===== src/rtl/axi_lite_pkg.sv =====
// rtl/axi_lite_pkg.sv - shared response/state types and window decode for the AXI-Lite slave bridge
package axi_lite_pkg;

  typedef enum logic [1:0] {
    OKAY   = 2'd0,
    EXOKAY = 2'd1,
    SLVERR = 2'd2,
    DECERR = 2'd3
  } resp_t;

  typedef enum logic [1:0] {
    W_IDLE = 2'd0,
    W_REQ  = 2'd1,
    W_RESP = 2'd2
  } wr_state_t;

  typedef enum logic [1:0] {
    R_IDLE = 2'd0,
    R_REQ  = 2'd1,
    R_RESP = 2'd2
  } rd_state_t;

  // Subtract before comparing so base+span may sit at the top of the address space.
  function automatic logic in_window(input logic [63:0] addr,
                                     input logic [63:0] base,
                                     input logic [63:0] span);
    return (addr >= base) && ((addr - base) < span);
  endfunction

endpackage


===== src/rtl/axi_lite_slv_timer.sv =====
// rtl/axi_lite_slv_timer.sv - loadable down-counter with expired flag for backend wait limits
module axi_lite_slv_timer #(
  parameter int unsigned CNT_W = 8
) (
  input  logic             clk,
  input  logic             rst,
  input  logic             load,
  input  logic [CNT_W-1:0] load_val,
  input  logic             en,
  output logic             expired
);

  logic [CNT_W-1:0] count_q, count_d;

  always_comb begin
    count_d = count_q;
    if (load) begin
      count_d = load_val;
    end else if (en && (count_q != '0)) begin
      count_d = count_q - CNT_W'(1);
    end
  end

  always_ff @(posedge clk or negedge rst) begin
    if (!rst) begin
      count_q <= '0;
    end else begin
      count_q <= count_d;
    end
  end

  assign expired = (count_q == '0);

endmodule


===== src/rtl/axi_lite_slave_bridge.sv =====
// rtl/axi_lite_slave_bridge.sv - AXI4-Lite slave terminating into a valid/ready register backend
// Optional backend wait limit: define AXI_LITE_SLV_TIMEOUT_EN.
module axi_lite_slave_bridge
  import axi_lite_pkg::*;
#(
  parameter int unsigned     ADDR_W         = 32,
  parameter int unsigned     DATA_W         = 32,
  parameter longint unsigned BASE_ADDR      = 0,
  parameter longint unsigned SPAN           = 4096,
  parameter int unsigned     TIMEOUT_CYCLES = 256,
  localparam int unsigned    STRB_W         = DATA_W / 8,
  localparam int unsigned    OFF_W          = $clog2(SPAN)
) (
  input  logic              clk,
  input  logic              rst,
  input  logic [ADDR_W-1:0] s_awaddr,
  input  logic              s_awvalid,
  output logic              s_awready,
  input  logic [DATA_W-1:0] s_wdata,
  input  logic [STRB_W-1:0] s_wstrb,
  input  logic              s_wvalid,
  output logic              s_wready,
  output logic [1:0]        s_bresp,
  output logic              s_bvalid,
  input  logic              s_bready,
  input  logic [ADDR_W-1:0] s_araddr,
  input  logic              s_arvalid,
  output logic              s_arready,
  output logic [DATA_W-1:0] s_rdata,
  output logic [1:0]        s_rresp,
  output logic              s_rvalid,
  input  logic              s_rready,
  output logic              wr_valid,
  input  logic              wr_ready,
  output logic [OFF_W-1:0]  wr_addr,
  output logic [DATA_W-1:0] wr_data,
  output logic [STRB_W-1:0] wr_strb,
  input  logic [1:0]        wr_resp,
  output logic              rd_valid,
  input  logic              rd_ready,
  output logic [OFF_W-1:0]  rd_addr,
  input  logic [DATA_W-1:0] rd_data,
  input  logic [1:0]        rd_resp
);

  if ((DATA_W != 32) && (DATA_W != 64)) begin : g_bad_data_w
    $error("axi_lite_slave_bridge: DATA_W must be 32 or 64");
  end
  if (((SPAN & (SPAN - 1)) != 0) || (SPAN < STRB_W)) begin : g_bad_span
    $error("axi_lite_slave_bridge: SPAN must be a power of two >= DATA_W/8");
  end
  if (TIMEOUT_CYCLES < 1) begin : g_bad_timeout
    $error("axi_lite_slave_bridge: TIMEOUT_CYCLES must be at least 1");
  end

  // Window-relative, bus-aligned backend address; unaligned low bits are dropped.
  function automatic logic [OFF_W-1:0] backend_addr(input logic [ADDR_W-1:0] addr);
    return OFF_W'(addr - ADDR_W'(BASE_ADDR)) & ~OFF_W'(STRB_W - 1);
  endfunction

  wr_state_t         wst_q, wst_d;
  logic              have_aw_q, have_aw_d, have_w_q, have_w_d;
  logic [ADDR_W-1:0] awaddr_q, awaddr_d;
  logic              awready_q, awready_d, wready_q, wready_d;
  logic              bvalid_q, bvalid_d, wr_valid_q, wr_valid_d;
  resp_t             bresp_q, bresp_d;
  logic [OFF_W-1:0]  wr_addr_q, wr_addr_d;
  logic [DATA_W-1:0] wr_data_q, wr_data_d;
  logic [STRB_W-1:0] wr_strb_q, wr_strb_d;

  rd_state_t         rdst_q, rdst_d;
  logic              arready_q, arready_d, rvalid_q, rvalid_d, rd_valid_q, rd_valid_d;
  resp_t             rresp_q, rresp_d;
  logic [DATA_W-1:0] rdata_q, rdata_d;
  logic [OFF_W-1:0]  rd_addr_q, rd_addr_d;

`ifdef AXI_LITE_SLV_TIMEOUT_EN
  localparam int unsigned TMR_W = $clog2(TIMEOUT_CYCLES + 1);
  logic wr_expired, rd_expired;

  axi_lite_slv_timer #(.CNT_W(TMR_W)) u_wr_timer (
    .clk      (clk),
    .rst      (rst),
    .load     ((wst_q != W_REQ) && (wst_d == W_REQ)),
    .load_val (TMR_W'(TIMEOUT_CYCLES - 1)),
    .en       (wst_q == W_REQ),
    .expired  (wr_expired)
  );

  axi_lite_slv_timer #(.CNT_W(TMR_W)) u_rd_timer (
    .clk      (clk),
    .rst      (rst),
    .load     ((rdst_q != R_REQ) && (rdst_d == R_REQ)),
    .load_val (TMR_W'(TIMEOUT_CYCLES - 1)),
    .en       (rdst_q == R_REQ),
    .expired  (rd_expired)
  );
`endif

  // Write path: AW and W are collected independently, then decoded together.
  always_comb begin
    wst_d      = wst_q;
    have_aw_d  = have_aw_q;
    have_w_d   = have_w_q;
    awaddr_d   = awaddr_q;
    bvalid_d   = bvalid_q;
    bresp_d    = bresp_q;
    wr_valid_d = wr_valid_q;
    wr_addr_d  = wr_addr_q;
    wr_data_d  = wr_data_q;
    wr_strb_d  = wr_strb_q;
    case (wst_q)
      W_IDLE: begin
        if (s_awvalid && awready_q) begin
          have_aw_d = 1'b1;
          awaddr_d  = s_awaddr;
        end
        if (s_wvalid && wready_q) begin
          have_w_d  = 1'b1;
          wr_data_d = s_wdata;
          wr_strb_d = s_wstrb;
        end
        if (have_aw_d && have_w_d) begin
          have_aw_d = 1'b0;
          have_w_d  = 1'b0;
          if (in_window(64'(awaddr_d), BASE_ADDR, SPAN)) begin
            wst_d      = W_REQ;
            wr_valid_d = 1'b1;
            wr_addr_d  = backend_addr(awaddr_d);
          end else begin
            wst_d    = W_RESP;
            bvalid_d = 1'b1;
            bresp_d  = DECERR;
          end
        end
      end
      W_REQ: begin
        if (wr_ready) begin
          wst_d      = W_RESP;
          wr_valid_d = 1'b0;
          bvalid_d   = 1'b1;
          bresp_d    = resp_t'(wr_resp);
        end
`ifdef AXI_LITE_SLV_TIMEOUT_EN
        else if (wr_expired) begin
          wst_d      = W_RESP;
          wr_valid_d = 1'b0;
          bvalid_d   = 1'b1;
          bresp_d    = SLVERR;
        end
`endif
      end
      W_RESP: begin
        if (s_bready) begin
          wst_d    = W_IDLE;
          bvalid_d = 1'b0;
        end
      end
      default: wst_d = W_IDLE;
    endcase
    awready_d = (wst_d == W_IDLE) && !have_aw_d;
    wready_d  = (wst_d == W_IDLE) && !have_w_d;
  end

  always_ff @(posedge clk or negedge rst) begin
    if (!rst) begin
      wst_q      <= W_IDLE;
      have_aw_q  <= 1'b0;
      have_w_q   <= 1'b0;
      awaddr_q   <= '0;
      awready_q  <= 1'b0;
      wready_q   <= 1'b0;
      bvalid_q   <= 1'b0;
      bresp_q    <= OKAY;
      wr_valid_q <= 1'b0;
      wr_addr_q  <= '0;
      wr_data_q  <= '0;
      wr_strb_q  <= '0;
    end else begin
      wst_q      <= wst_d;
      have_aw_q  <= have_aw_d;
      have_w_q   <= have_w_d;
      awaddr_q   <= awaddr_d;
      awready_q  <= awready_d;
      wready_q   <= wready_d;
      bvalid_q   <= bvalid_d;
      bresp_q    <= bresp_d;
      wr_valid_q <= wr_valid_d;
      wr_addr_q  <= wr_addr_d;
      wr_data_q  <= wr_data_d;
      wr_strb_q  <= wr_strb_d;
    end
  end

  always_comb begin
    rdst_d     = rdst_q;
    rvalid_d   = rvalid_q;
    rresp_d    = rresp_q;
    rdata_d    = rdata_q;
    rd_valid_d = rd_valid_q;
    rd_addr_d  = rd_addr_q;
    case (rdst_q)
      R_IDLE: begin
        if (s_arvalid && arready_q) begin
          if (in_window(64'(s_araddr), BASE_ADDR, SPAN)) begin
            rdst_d     = R_REQ;
            rd_valid_d = 1'b1;
            rd_addr_d  = backend_addr(s_araddr);
          end else begin
            rdst_d   = R_RESP;
            rvalid_d = 1'b1;
            rresp_d  = DECERR;
            rdata_d  = '0;
          end
        end
      end
      R_REQ: begin
        if (rd_ready) begin
          rdst_d     = R_RESP;
          rd_valid_d = 1'b0;
          rvalid_d   = 1'b1;
          rresp_d    = resp_t'(rd_resp);
          rdata_d    = rd_data;
        end
`ifdef AXI_LITE_SLV_TIMEOUT_EN
        else if (rd_expired) begin
          rdst_d     = R_RESP;
          rd_valid_d = 1'b0;
          rvalid_d   = 1'b1;
          rresp_d    = SLVERR;
          rdata_d    = '0;
        end
`endif
      end
      R_RESP: begin
        if (s_rready) begin
          rdst_d   = R_IDLE;
          rvalid_d = 1'b0;
        end
      end
      default: rdst_d = R_IDLE;
    endcase
    arready_d = (rdst_d == R_IDLE);
  end

  always_ff @(posedge clk or negedge rst) begin
    if (!rst) begin
      rdst_q     <= R_IDLE;
      arready_q  <= 1'b0;
      rvalid_q   <= 1'b0;
      rresp_q    <= OKAY;
      rdata_q    <= '0;
      rd_valid_q <= 1'b0;
      rd_addr_q  <= '0;
    end else begin
      rdst_q     <= rdst_d;
      arready_q  <= arready_d;
      rvalid_q   <= rvalid_d;
      rresp_q    <= rresp_d;
      rdata_q    <= rdata_d;
      rd_valid_q <= rd_valid_d;
      rd_addr_q  <= rd_addr_d;
    end
  end

  assign s_awready = awready_q;
  assign s_wready  = wready_q;
  assign s_bvalid  = bvalid_q;
  assign s_bresp   = bresp_q;
  assign wr_valid  = wr_valid_q;
  assign wr_addr   = wr_addr_q;
  assign wr_data   = wr_data_q;
  assign wr_strb   = wr_strb_q;
  assign s_arready = arready_q;
  assign s_rvalid  = rvalid_q;
  assign s_rresp   = rresp_q;
  assign s_rdata   = rdata_q;
  assign rd_valid  = rd_valid_q;
  assign rd_addr   = rd_addr_q;

endmodule


===== config.mk =====
export PLATFORM = sky130hd
export DESIGN_NAME = axi_lite_slave_bridge
export DESIGN_NICKNAME = d
export VERILOG_FILES = /design/src/rtl/axi_lite_pkg.sv /design/src/rtl/axi_lite_slv_timer.sv /design/src/rtl/axi_lite_slave_bridge.sv
export SDC_FILE = /design/constraint.sdc
export NUM_CORES = 1
export LEC_CHECK = 0
export CELL_PAD_IN_SITES_DETAIL_PLACEMENT = 1
export CELL_PAD_IN_SITES_GLOBAL_PLACEMENT = 2
export CORE_MARGIN = 2
export CORE_UTILIZATION = 25
export DETAILED_ROUTE_END_ITERATION = 6
export HOLD_SLACK_MARGIN = 0.15
export PLACE_DENSITY_LB_ADDON = 0.1
export SLEW_MARGIN = 20
export SYNTH_ARGS = -nofsm -noshare
export SYNTH_HDL_FRONTEND = slang
export SYNTH_HIERARCHICAL = 1
export SYNTH_SLANG_ARGS = --single-unit

===== constraint.sdc =====
create_clock -name clk -period 2.2 [get_ports clk]
set_input_delay 0.44 -clock clk [delete_from_list [all_inputs] [get_ports clk]]
set_output_delay 0.44 -clock clk [all_outputs]
set_load 0.005 [all_outputs]

==> results.sh <==
export IMPL_status="completed"
export IMPL_yosysTopAreaCell="dfrtp_1"
export IMPL_ys_flop_type="dfrtp_1"
export IMPL_cp_cell_sequence="clkdlybuf4s50_1 > nor4_1 > nand3_1 > or2_1 > nor4_4 > buf_12 > mux2_1"
export IMPL_synth_seq_area_share_pct=61.1
export IMPL_period_minus_slack_ps=2070
export IMPL_crit_type="input port to flip-flop"
export IMPL_grt_max_degree=61
export IMPL_vias=4434
export IMPL_cts_tree="done"
export IMPL_vias_per_cell=4.43
export IMPL_p_leak_nw=3.67
export IMPL_finalHoldViolCount=0
export IMPL_firstDrtPassIters=4
export IMPL_hold_class="flip-flop to flip-flop"
export IMPL_yosys_warnings=6
export IMPL_drt_antenna_violating_nets=0
export IMPL_path_max_fanout=12
export IMPL_final_net_count=854
export IMPL_crit_slowest_cell="clkdlybuf4s50_1"
export IMPL_overflow=0
export IMPL_synth_area_per_cell_sq_um=12.2
export IMPL_core_area_sq_um=21800
export IMPL_wl_per_cell_um=16.1
export IMPL_setup_viol=0
export IMPL_synth_seq_cells=135
export IMPL_cp_end_kind="flip-flop"
export IMPL_synth_common_cells="dfrtp_1, nand2_1, mux2_2"
export IMPL_drv_cap=0
export IMPL_pre_cts_ws_ps=-353
export IMPL_start_kind="input port"
export IMPL_cts_hold_repair_buffers=1
export IMPL_die_x_um=153
export IMPL_wl_um=16200
export IMPL_ir_drop_v=0.000480
export IMPL_rows=54
export IMPL_dieArea_sq_um=23300
export IMPL_fmaxAchievable_ghz=0.484
export IMPL_grt_pass1_vias=4806
export IMPL_start_util_pct=25.4
export IMPL_antenna_found_initial=0
export IMPL_numPortBuffers=239
export IMPL_die_h_um=153
export IMPL_holdWs_ps=459
export IMPL_fin_worst_skew_ps=9.77
export IMPL_fin_crit_sh_pct=94.0
export IMPL_critPathRequiredTime_ps=2490
export IMPL_grt_first_pass_wirelength_um=26200
export IMPL_yosysUniqueCellTypes=38
export IMPL_drive_gt1_share_pct=17.9
export IMPL_cts_resized_gates=0
export IMPL_cts_made_buffers=17
export IMPL_drc=0
export IMPL_finish_instance_area_sq_um=8990
export IMPL_path_clk_slew_ps=60
export IMPL_grt_use_total_pct=14.1
export IMPL_yosysMostFrequentCell="dfrtp_1"
export IMPL_area_growth_pct=62.6
export IMPL_io_pins=248
export IMPL_netlist_instances=454
export IMPL_post_dp_cell_area_sq_um=8410
export IMPL_clock_latency_ps=410
export IMPL_cts_path_max_buffers=2
export IMPL_synth_edf_count=0
export IMPL_critical_path_arrival_ps=2360
export IMPL_netlist_top_cells_area="dfrtp_1, mux2_2, nand2_1, o21ai_1, a21oi_1"
export IMPL_hpwl_um=12200
export IMPL_max_stage_delay_ps=400
export IMPL_synth_top_cell_area_share_pct=61.1
export IMPL_cts_sinks=135
export IMPL_power_per_cell_area_nw_per_um2=1020
export IMPL_root_buffer="clkbuf_16"
export IMPL_async_flop_share_pct=100
export IMPL_place_congestion=0.737
export IMPL_drt_iter0_drc=165
export IMPL_final_max_slew_viol_count=0
export IMPL_cts_setup_buffers=0
export IMPL_cts_htree_levels=4
export IMPL_rsz0062_at_grt="false"
export IMPL_synth_area_sq_um=5530
export IMPL_antenna_cells=0
export IMPL_setup_slack_ps=133
==> flip-flops by register name, summed over array words and instances, names as in the netlist <==
register   flops
rd_valid       1
wr_valid       1
s_arready      1
awaddr_q      30
wr_data       32
s_rresp        2
wr_addr       10
have_w_q       1
have_aw_q      1
s_bvalid       1
s_wready       1
rd_addr       10
s_rvalid       1
s_bresp        2
s_rdata       32
rdst_q         2
wr_strb        4
wst_q          2
s_awready      1
==> final timing paths <==
path	start	cells after the start	end	slack, ps
worst max-delay path	s_araddr[20]	7	rd_addr[8]	130
worst min-delay path	have_aw_q	1	s_awready	460
worst max register to register	awaddr_q[17]	7	wr_addr[9]	430
worst min register to register	have_aw_q	1	s_awready	460
max in group asynchronous	rst	3	awaddr_q[29]	1010
min in group asynchronous	rst	2	wr_data[12]	540
==> power breakdown <==
part,switching (mW),internal [mW],leakage [nW]
combinational,1.00,1.80,1.69
clock,1.08,1.69,0.268
sequential,0.419,3.22,1.70
==> layout by cell type, fill, tap and decap left out, types with 2 or more instances in the layout <==
cell / count
mux2i_1: 10
mux2_2: 68
clkinvlp_4: 4
bufinv_16: 2
o32a_1: 2
clkbuf_1: 2
or3_1: 2
o221a_2: 2
buf_4: 16
nand4_1: 2
nand2b_1: 2
mux2_1: 8
buf_12: 7
o21ai_0: 16
conb_1: 4
o21ai_1: 24
clkinv_2: 2
clkbuf_16: 17
inv_1: 2
clkinv_4: 2
nand3b_1: 3
nand3_1: 2
a21oi_1: 21
nor4_1: 15
dfrtp_1: 135
nand2_1: 76
nor2_1: 7
a31oi_1: 10
clkdlybuf4s50_1: 238
==> final cells by class <==
cell class,count,area [sq um]
inverter,2,7.51
multi-input combinational,290,2020
timing repair buffer,263,2660
clock buffer,20,447
tap,280,350
clock inverter,11,126
sequential,135,3380
fill,2310,12800
==> cells by family (layout without fill, tap and decap cells) <==
| family | after synthesis | count (layout) | synth area share, % |
|---|---|---|---|
| AOI/OAI and AO/OA | 82 | 82 | 8.57 |
| buffers and inverters | 32 | 296 | 3.19 |
| DFF | 135 | 135 | 61.1 |
| muxes | 86 | 86 | 17.3 |
| other | 1 | 4 | 0.0678 |
| and+or+nand+nor | 118 | 118 | 9.84 |
==> per-layer routing <==
layer / vias up / GRT usage, % / routed length (um)
li1: 2108 / - / -
met1: 2147 / 16.4 / 6680
met2: 167 / 23.7 / 7840
met3: 12 / 6.31 / 1480
met4: 0 / 3.70 / 149
met5: - / 0 / 0
==> through the flow <==
stage               util (%)  power, mW  TNS, ps  std cells
floorplan                  -       4.96        0        457
global placement        38.7       6.44   -11520        969
detailed placement      38.7       6.55   -13650        969
CTS                     41.3       9.40        0       1001
global route            41.3       9.81        0       1001
finish                  41.3       9.22        0       1001
==> critical path, delay by kind of cell <==
kind / cells / cell delay, ps
buf+inv: 2 / 580
mux: 1 / 320
simple gates: 4 / 1010
Note: power is estimated with default switching activity, not from simulation.
